===== src/rtl/levit_stage_sequencer.sv =====
// levit_stage_sequencer
// ---------------------
// Central sequencer for the Tiny LeViT inference chain. Twelve stages run
// one at a time, in order: conv16, conv8, conv4, 2-head stages 1-4,
// 4-head stages 5-8, then avg pool. Exactly one stage gets a level enable.
// The FSM moves to the next stage when the active stage pulses its end bit.
// A per-stage watchdog, an abort path and cycle-count profiling registers
// support bring-up.
//
// Handshake semantics: start, abort and stage_end are single-cycle
// requests. They are sampled on the rising clock edge. No ready is
// returned: a request either takes effect at that edge or is dropped.
//
// Ports
//   clk            system clock
//   rstn           asynchronous active-low reset
//   start          frame start request, honoured in IDLE or ERR
//   abort          synchronous abort, honoured in every state
//   stage_end      per-stage end pulse; bit i comes from stage i
//   stage_en       one-hot (or zero) registered stage enable
//   cur_stage      index of the active stage, or of the last stage run
//   busy           high while in RUN or GAP
//   done           one-cycle pulse after the last stage ends
//   err_timeout    sticky watchdog-expiry flag
//   err_spurious   sticky flag: a non-current stage_end bit arrived in RUN
//   stage_cyc_last enabled-cycle count of the most recently completed stage
//   frame_cyc      saturating cycle count from start acceptance to done
//   state_dbg      current FSM state, for debug and checkers
module levit_stage_sequencer #(
    parameter int N_STAGE     = 12,
    parameter int GAP_CYC     = 1,
    parameter int TIMEOUT_CYC = 65535,
    parameter int CNT_W       = 24
) (
    input  logic               clk,
    input  logic               rstn,
    input  logic               start,
    input  logic               abort,
    input  logic [N_STAGE-1:0] stage_end,
    output logic [N_STAGE-1:0] stage_en,
    output logic [3:0]         cur_stage,
    output logic               busy,
    output logic               done,
    output logic               err_timeout,
    output logic               err_spurious,
    output logic [15:0]        stage_cyc_last,
    output logic [CNT_W-1:0]   frame_cyc,
    output logic [2:0]         state_dbg
);

    localparam logic [2:0] S_IDLE = 3'd0;
    localparam logic [2:0] S_RUN  = 3'd1;
    localparam logic [2:0] S_GAP  = 3'd2;
    localparam logic [2:0] S_DONE = 3'd3;
    localparam logic [2:0] S_ERR  = 3'd4;

    localparam logic [3:0]         LAST_IDX  = 4'(N_STAGE - 1);
    // The GAP countdown is loaded with GAP_CYC-1, so GAP lasts exactly GAP_CYC cycles.
    localparam logic [3:0]         GAP_LOAD  = 4'((GAP_CYC > 0) ? GAP_CYC - 1 : 0);
    localparam logic [15:0]        TIMEOUT_L = 16'(TIMEOUT_CYC);
    localparam logic [N_STAGE-1:0] EN_ONE    = N_STAGE'(1);
    localparam logic [CNT_W-1:0]   FRAME_ONE = CNT_W'(1);

    logic [2:0]         state_q, state_d;
    logic [3:0]         idx_q, idx_d;
    logic [N_STAGE-1:0] en_q, en_d;
    logic [15:0]        scnt_q, scnt_d;
    logic [3:0]         gap_q, gap_d;
    logic               busy_q, busy_d;
    logic               done_q, done_d;
    logic               err_to_q, err_to_d;
    logic               err_sp_q, err_sp_d;
    logic [15:0]        last_q, last_d;
    logic [CNT_W-1:0]   frame_q, frame_d;

    logic [N_STAGE-1:0] cur_mask;
    logic               cur_end;
    logic               spur;
    logic [15:0]        scnt_inc;
    logic [CNT_W-1:0]   frame_inc;
    logic [3:0]         idx_nxt;

    always_comb begin
        cur_mask  = EN_ONE << idx_q;
        cur_end   = |(stage_end & cur_mask);
        spur      = |(stage_end & ~cur_mask);
        scnt_inc  = (scnt_q == 16'hFFFF) ? scnt_q : scnt_q + 16'd1;
        frame_inc = (&frame_q) ? frame_q : frame_q + FRAME_ONE;
        idx_nxt   = idx_q + 4'd1;
    end

    always_comb begin
        state_d  = state_q;
        idx_d    = idx_q;
        en_d     = en_q;
        scnt_d   = scnt_q;
        gap_d    = gap_q;
        done_d   = 1'b0;
        err_to_d = err_to_q;
        err_sp_d = err_sp_q;
        last_d   = last_q;
        frame_d  = frame_q;

        if (abort) begin
            // Flags, cur_stage and profiling counters are retained for post-mortem.
            state_d = S_IDLE;
            en_d    = '0;
        end else begin
            case (state_q)
                S_IDLE, S_ERR: begin
                    if (start) begin
                        state_d  = S_RUN;
                        idx_d    = 4'd0;
                        en_d     = EN_ONE;
                        scnt_d   = 16'd1;
                        frame_d  = FRAME_ONE;
                        err_to_d = 1'b0;
                        err_sp_d = 1'b0;
                    end
                end
                S_RUN: begin
                    if (spur) begin
                        err_sp_d = 1'b1;
                    end
                    // End is tested before the watchdog, so it wins a same-cycle tie.
                    if (cur_end) begin
                        en_d   = '0;
                        last_d = scnt_q;
                        if (idx_q == LAST_IDX) begin
                            state_d = S_DONE;
                            done_d  = 1'b1;
                        end else if (GAP_CYC == 0) begin
                            idx_d   = idx_nxt;
                            en_d    = EN_ONE << idx_nxt;
                            scnt_d  = 16'd1;
                            frame_d = frame_inc;
                        end else begin
                            state_d = S_GAP;
                            gap_d   = GAP_LOAD;
                            frame_d = frame_inc;
                        end
                    end else if (scnt_q >= TIMEOUT_L) begin
                        state_d  = S_ERR;
                        en_d     = '0;
                        err_to_d = 1'b1;
                    end else begin
                        scnt_d  = scnt_inc;
                        frame_d = frame_inc;
                    end
                end
                S_GAP: begin
                    frame_d = frame_inc;
                    if (gap_q == 4'd0) begin
                        state_d = S_RUN;
                        idx_d   = idx_nxt;
                        en_d    = EN_ONE << idx_nxt;
                        scnt_d  = 16'd1;
                    end else begin
                        gap_d = gap_q - 4'd1;
                    end
                end
                S_DONE: begin
                    state_d = S_IDLE;
                end
                default: begin
                    state_d = S_IDLE;
                    en_d    = '0;
                end
            endcase
        end

        busy_d = (state_d == S_RUN) || (state_d == S_GAP);
    end

    always_ff @(posedge clk or negedge rstn) begin
        if (!rstn) begin
            state_q  <= S_IDLE;
            idx_q    <= 4'd0;
            en_q     <= '0;
            scnt_q   <= 16'd0;
            gap_q    <= 4'd0;
            busy_q   <= 1'b0;
            done_q   <= 1'b0;
            err_to_q <= 1'b0;
            err_sp_q <= 1'b0;
            last_q   <= 16'd0;
            frame_q  <= '0;
        end else begin
            state_q  <= state_d;
            idx_q    <= idx_d;
            en_q     <= en_d;
            scnt_q   <= scnt_d;
            gap_q    <= gap_d;
            busy_q   <= busy_d;
            done_q   <= done_d;
            err_to_q <= err_to_d;
            err_sp_q <= err_sp_d;
            last_q   <= last_d;
            frame_q  <= frame_d;
        end
    end

    assign stage_en       = en_q;
    assign cur_stage      = idx_q;
    assign busy           = busy_q;
    assign done           = done_q;
    assign err_timeout    = err_to_q;
    assign err_spurious   = err_sp_q;
    assign stage_cyc_last = last_q;
    assign frame_cyc      = frame_q;
    assign state_dbg      = state_q;

endmodule


===== config.mk =====
export PLATFORM = sky130hd
export DESIGN_NAME = levit_stage_sequencer
export DESIGN_NICKNAME = d
export VERILOG_FILES = /design/src/rtl/levit_stage_sequencer.sv
export SDC_FILE = /design/constraint.sdc
export NUM_CORES = 1
export LEC_CHECK = 0
export ABC_CLOCK_PERIOD_IN_PS = 3650
export CORE_MARGIN = 8
export CORE_UTILIZATION = 25
export CTS_CLUSTER_DIAMETER = 80
export DETAILED_ROUTE_END_ITERATION = 7
export GPL_ROUTABILITY_DRIVEN = 0
export HOLD_SLACK_MARGIN = 0.02
export PLACE_DENSITY_LB_ADDON = 0.1
export SKIP_CTS_REPAIR_TIMING = 1
export SLEW_MARGIN = 25
export SYNTH_ARGS = -nofsm -noshare
export SYNTH_HDL_FRONTEND = slang
export SYNTH_SLANG_ARGS = --single-unit

===== constraint.sdc =====
create_clock -name clk -period 3.65 [get_ports clk]
set_clock_uncertainty 0.1 [all_clocks]
set_input_delay 0.5475 -clock clk [delete_from_list [all_inputs] [get_ports clk]]
set_output_delay 0.5475 -clock clk [all_outputs]
set_load 0.05 [all_outputs]

==> out/results.tsv <==
stage	metric	value	unit
sta	RSZ-0062 raised after global routing	false	
cts	Clock Tree Buf Depth	2	
detailed_routing	initial drt markers	220	
layout	most common cell after layout, fill and taps aside	dfrtp_1	
layout	Non-Filler Instances	787	
layout	commonest non-fill, non-tap cells in the layout	83 x dfrtp_1, 77 x clkdlybuf4s50_1, 54 x nand2_1	
layout	Filler Cell Count	1781	
hold_path	Worst Hold Class	input port to asynchronous set/reset pin	
cts	CTS buffer count	9	
floorplanning	Starting Density	25.55	%
global_routing	met3 Resource Use GR	3.064	%
sta	Final Cycle Share	88.09	%
setup_path	Worst Path Required	3.81	ns
detailed_routing	via count	3856	
logic_synthesis	top_reg_cell synth	dfrtp_1	
detailed_routing	Detailed Routing Iterations Pass 1	4	
floorplanning	Core ar.	0.01724	mm^2
place	Place WS	0.3593	ns
sta	Final setup viols	0	
global_routing	gr usage total	12.23	%
cts	Skew-Pair Late Insertion Delay	0.34	ns
global_routing	initial antenna violation count	0	
sta	Worst-Margin Slew	0.8497	ns
global_routing	global route overflow	0	
sta	setup ws final	0.4347	ns
logic_synthesis	synthesized net count	506	
detailed_routing	routed len/inst	16.53	um
run_status	status	finished clean	
logic_synthesis	Seq/Total Area, Yosys	47.16	%
sta	Fin. Hold Viols	0	
logic_synthesis	syn avg cell area	9.195	um^2
power_and_ir_drop	Pwr Density	487.5	mW/mm^2
cts	Clock Sinks	83	
floorplanning	die width	148.7	um
layout	area of the multi-input gates	0.002193	mm^2
logic_synthesis	Cells after Synth	479	
logic_synthesis	#FFs+latches synth	83	
cts	Worst-path clk slew	0.06	ns
detailed_routing	Routed WL	13010	um
cts	Root Buffer	clkbuf_16	
setup_path	Worst EP arrival	3.37	ns
floorplanning	num rows	48	
place	port buffer count	78	
setup_path	critical path type	flip-flop to flip-flop	
cts	CTS tree	done	
layout	sequential cell area	0.002077	mm^2
global_routing	global-route wire length before repair	21650	um
logic_synthesis	Synth Warn #	0	
sta	setup TNS	0	ns
floorplanning	total die area	0.02212	mm^2
detailed_routing	Vias/cell	4.900	
sta	fmax	0.3110	GHz
layout	layout cell share with drive strength beyond 1	8.719	%
global_routing	largest net degree at the start of global routing	74	
layout	Final #Nets	584	
layout	ANT cells	0	
setup_path	Critical Path Start Type	flip-flop	
place	post-DP HPWL	9327	um
detailed_routing	Final ANT Viol Nets	0	
logic_synthesis	EDFF count, synth	0	
setup_path	CP Capture Type	flip-flop	
flow_run	max cap viols	0	
global_routing	vias in the first global route	3939	
floorplanning	Chip Height	148.7	um
global_routing	grt met2 use	19.91	%
power_and_ir_drop	Peak supply drop	211.6	uV
sta	min Tclk post-route	3.215	ns
sta	count of pins over their slew limit	0	
floorplanning	# IOs	79	
detailed_routing	drc violations	0	
logic_synthesis	asr flop ratio synth	100.0	%
global_routing	GR peak layer	met2	
global_routing	grt met1 use	15.52	%
logic_synthesis	distinct cell type count of the synthesized netlist	49	
logic_synthesis	Syn Std Cell Area	0.004404	mm^2
layout	area delta synth->final	30.77	%
place	placed instance count	771	
setup_path	CP max FO	13	
power_and_ir_drop	leak pwr	2.334	nW
cts	H-tree depth	3	
sta	Slew Limit Headroom	42.89	%
[area by class of cell]
cell class                      instances  area share (%)
Tap cell                              225           4.888
Clock inverter                          5          0.9342
Sequential cell                        83           36.06
Inverter                               13          0.8473
Timing Repair Buffer                   90           15.14
Multi-Input combinational cell        360           38.08
Clock buffer                           11           4.041
[registers in the layout (all words and copies together), names as in the netlist]
| register | flops |
|---|---|
| busy | 1 |
| cur_stage | 4 |
| done | 1 |
| err_spurious | 1 |
| err_timeout | 1 |
| frame_cyc | 24 |
| gap_q | 4 |
| scnt_q | 16 |
| stage_cyc_last | 16 |
| stage_en | 12 |
| state_dbg | 3 |
[path summary, 6_finish.rpt]
check / startpoint / endpoint / slack, ns / cells after the start
max: cur_stage[0] / frame_cyc[19] / 0.43 / 9
min: rstn / stage_cyc_last[0] / 0.13 / 1
max reg2reg: cur_stage[0] / frame_cyc[19] / 0.43 / 9
min reg2reg: stage_cyc_last[5] / stage_cyc_last[5] / 0.40 / 2
max in group asynchronous: rstn / scnt_q[9] / 2.67 / 2
min in group clk: stage_cyc_last[5] / stage_cyc_last[5] / 0.40 / 2
[stage by stage]
stage / utilization, % / hold WS [ns] / area, um^2 / power, mW
after global placement: 31.73 / 0.3811 / 5469 / 1.929
after floorplan: - / 0.1519 / 4404 / 1.618
after detailed placement: 31.73 / 0.3747 / 5469 / 1.937
after global routing: 33.41 / 0.1724 / 5759 / 2.978
final: 33.41 / 0.1262 / 5759 / 2.808
after CTS: 33.39 / 0.2986 / 5756 / 2.863
[synthesized netlist by cell type, drive strengths merged, types with 3 or more instances]
master	instances	area, um^2
nand4	12	75.07
nor3b	4	30.03
or4	3	22.52
a21oi	13	65.06
or3	6	37.54
a21o	3	22.52
o41ai	4	35.03
xnor2	17	148.9
nor2b	7	43.79
nor2	53	198.9
nand3	28	140.1
clkbuf	18	67.56
nor3	16	80.08
nand2	54	202.7
o31ai	8	60.06
o21ai	40	200.2
buf	5	28.78
inv	13	48.80
nor4b	3	26.28
a31oi	4	25.02
nand2b	4	25.02
mux2i	3	30.03
nor4	9	56.30
a211o	4	35.03
mux2	19	214.0
a22oi	3	22.52
dfrtp	83	2077
and4	3	26.28
ha	11	137.6
and3	7	43.79
[kinds of logic after synthesis]
kind of cell,share of synthesized area [%]
AND/OR/NAND/NOR,23.66
AO/OA/AOI/OAI,13.83
flip-flops,47.16
buffers and inverters,3.295
multiplexers,5.540
XOR/XNOR,3.381
adder cells (fa/ha/maj),3.125
[report_power, final]
| part | internal (mW) | switching [mW] |
|---|---|---|
| clock | 0.528 | 0.371 |
| combinational | 0.290 | 0.522 |
| sequential | 0.998 | 0.0983 |
| total | 1.82 | 0.992 |
[worst max-delay path, stage by stage, from the launching register on]
cell and delay, ns:
dfrtp_1 0.45, inv_1 0.09, ha_1 0.32, a22o_1 0.27, a222oi_1 0.38, o211ai_2 0.15, a211o_1 0.29, or2_1 0.37
or4_1 0.54, a21oi_1 0.16
[routing by layer]
| layer | vias up | wire length [um] |
|---|---|---|
| met5 | - | 0 |
| met4 | 0 | 184 |
| met3 | 11 | 519 |
| met2 | 80 | 6218 |
| met1 | 1889 | 6086 |
| li1 | 1876 | - |
(Power assumes the default switching activity.)
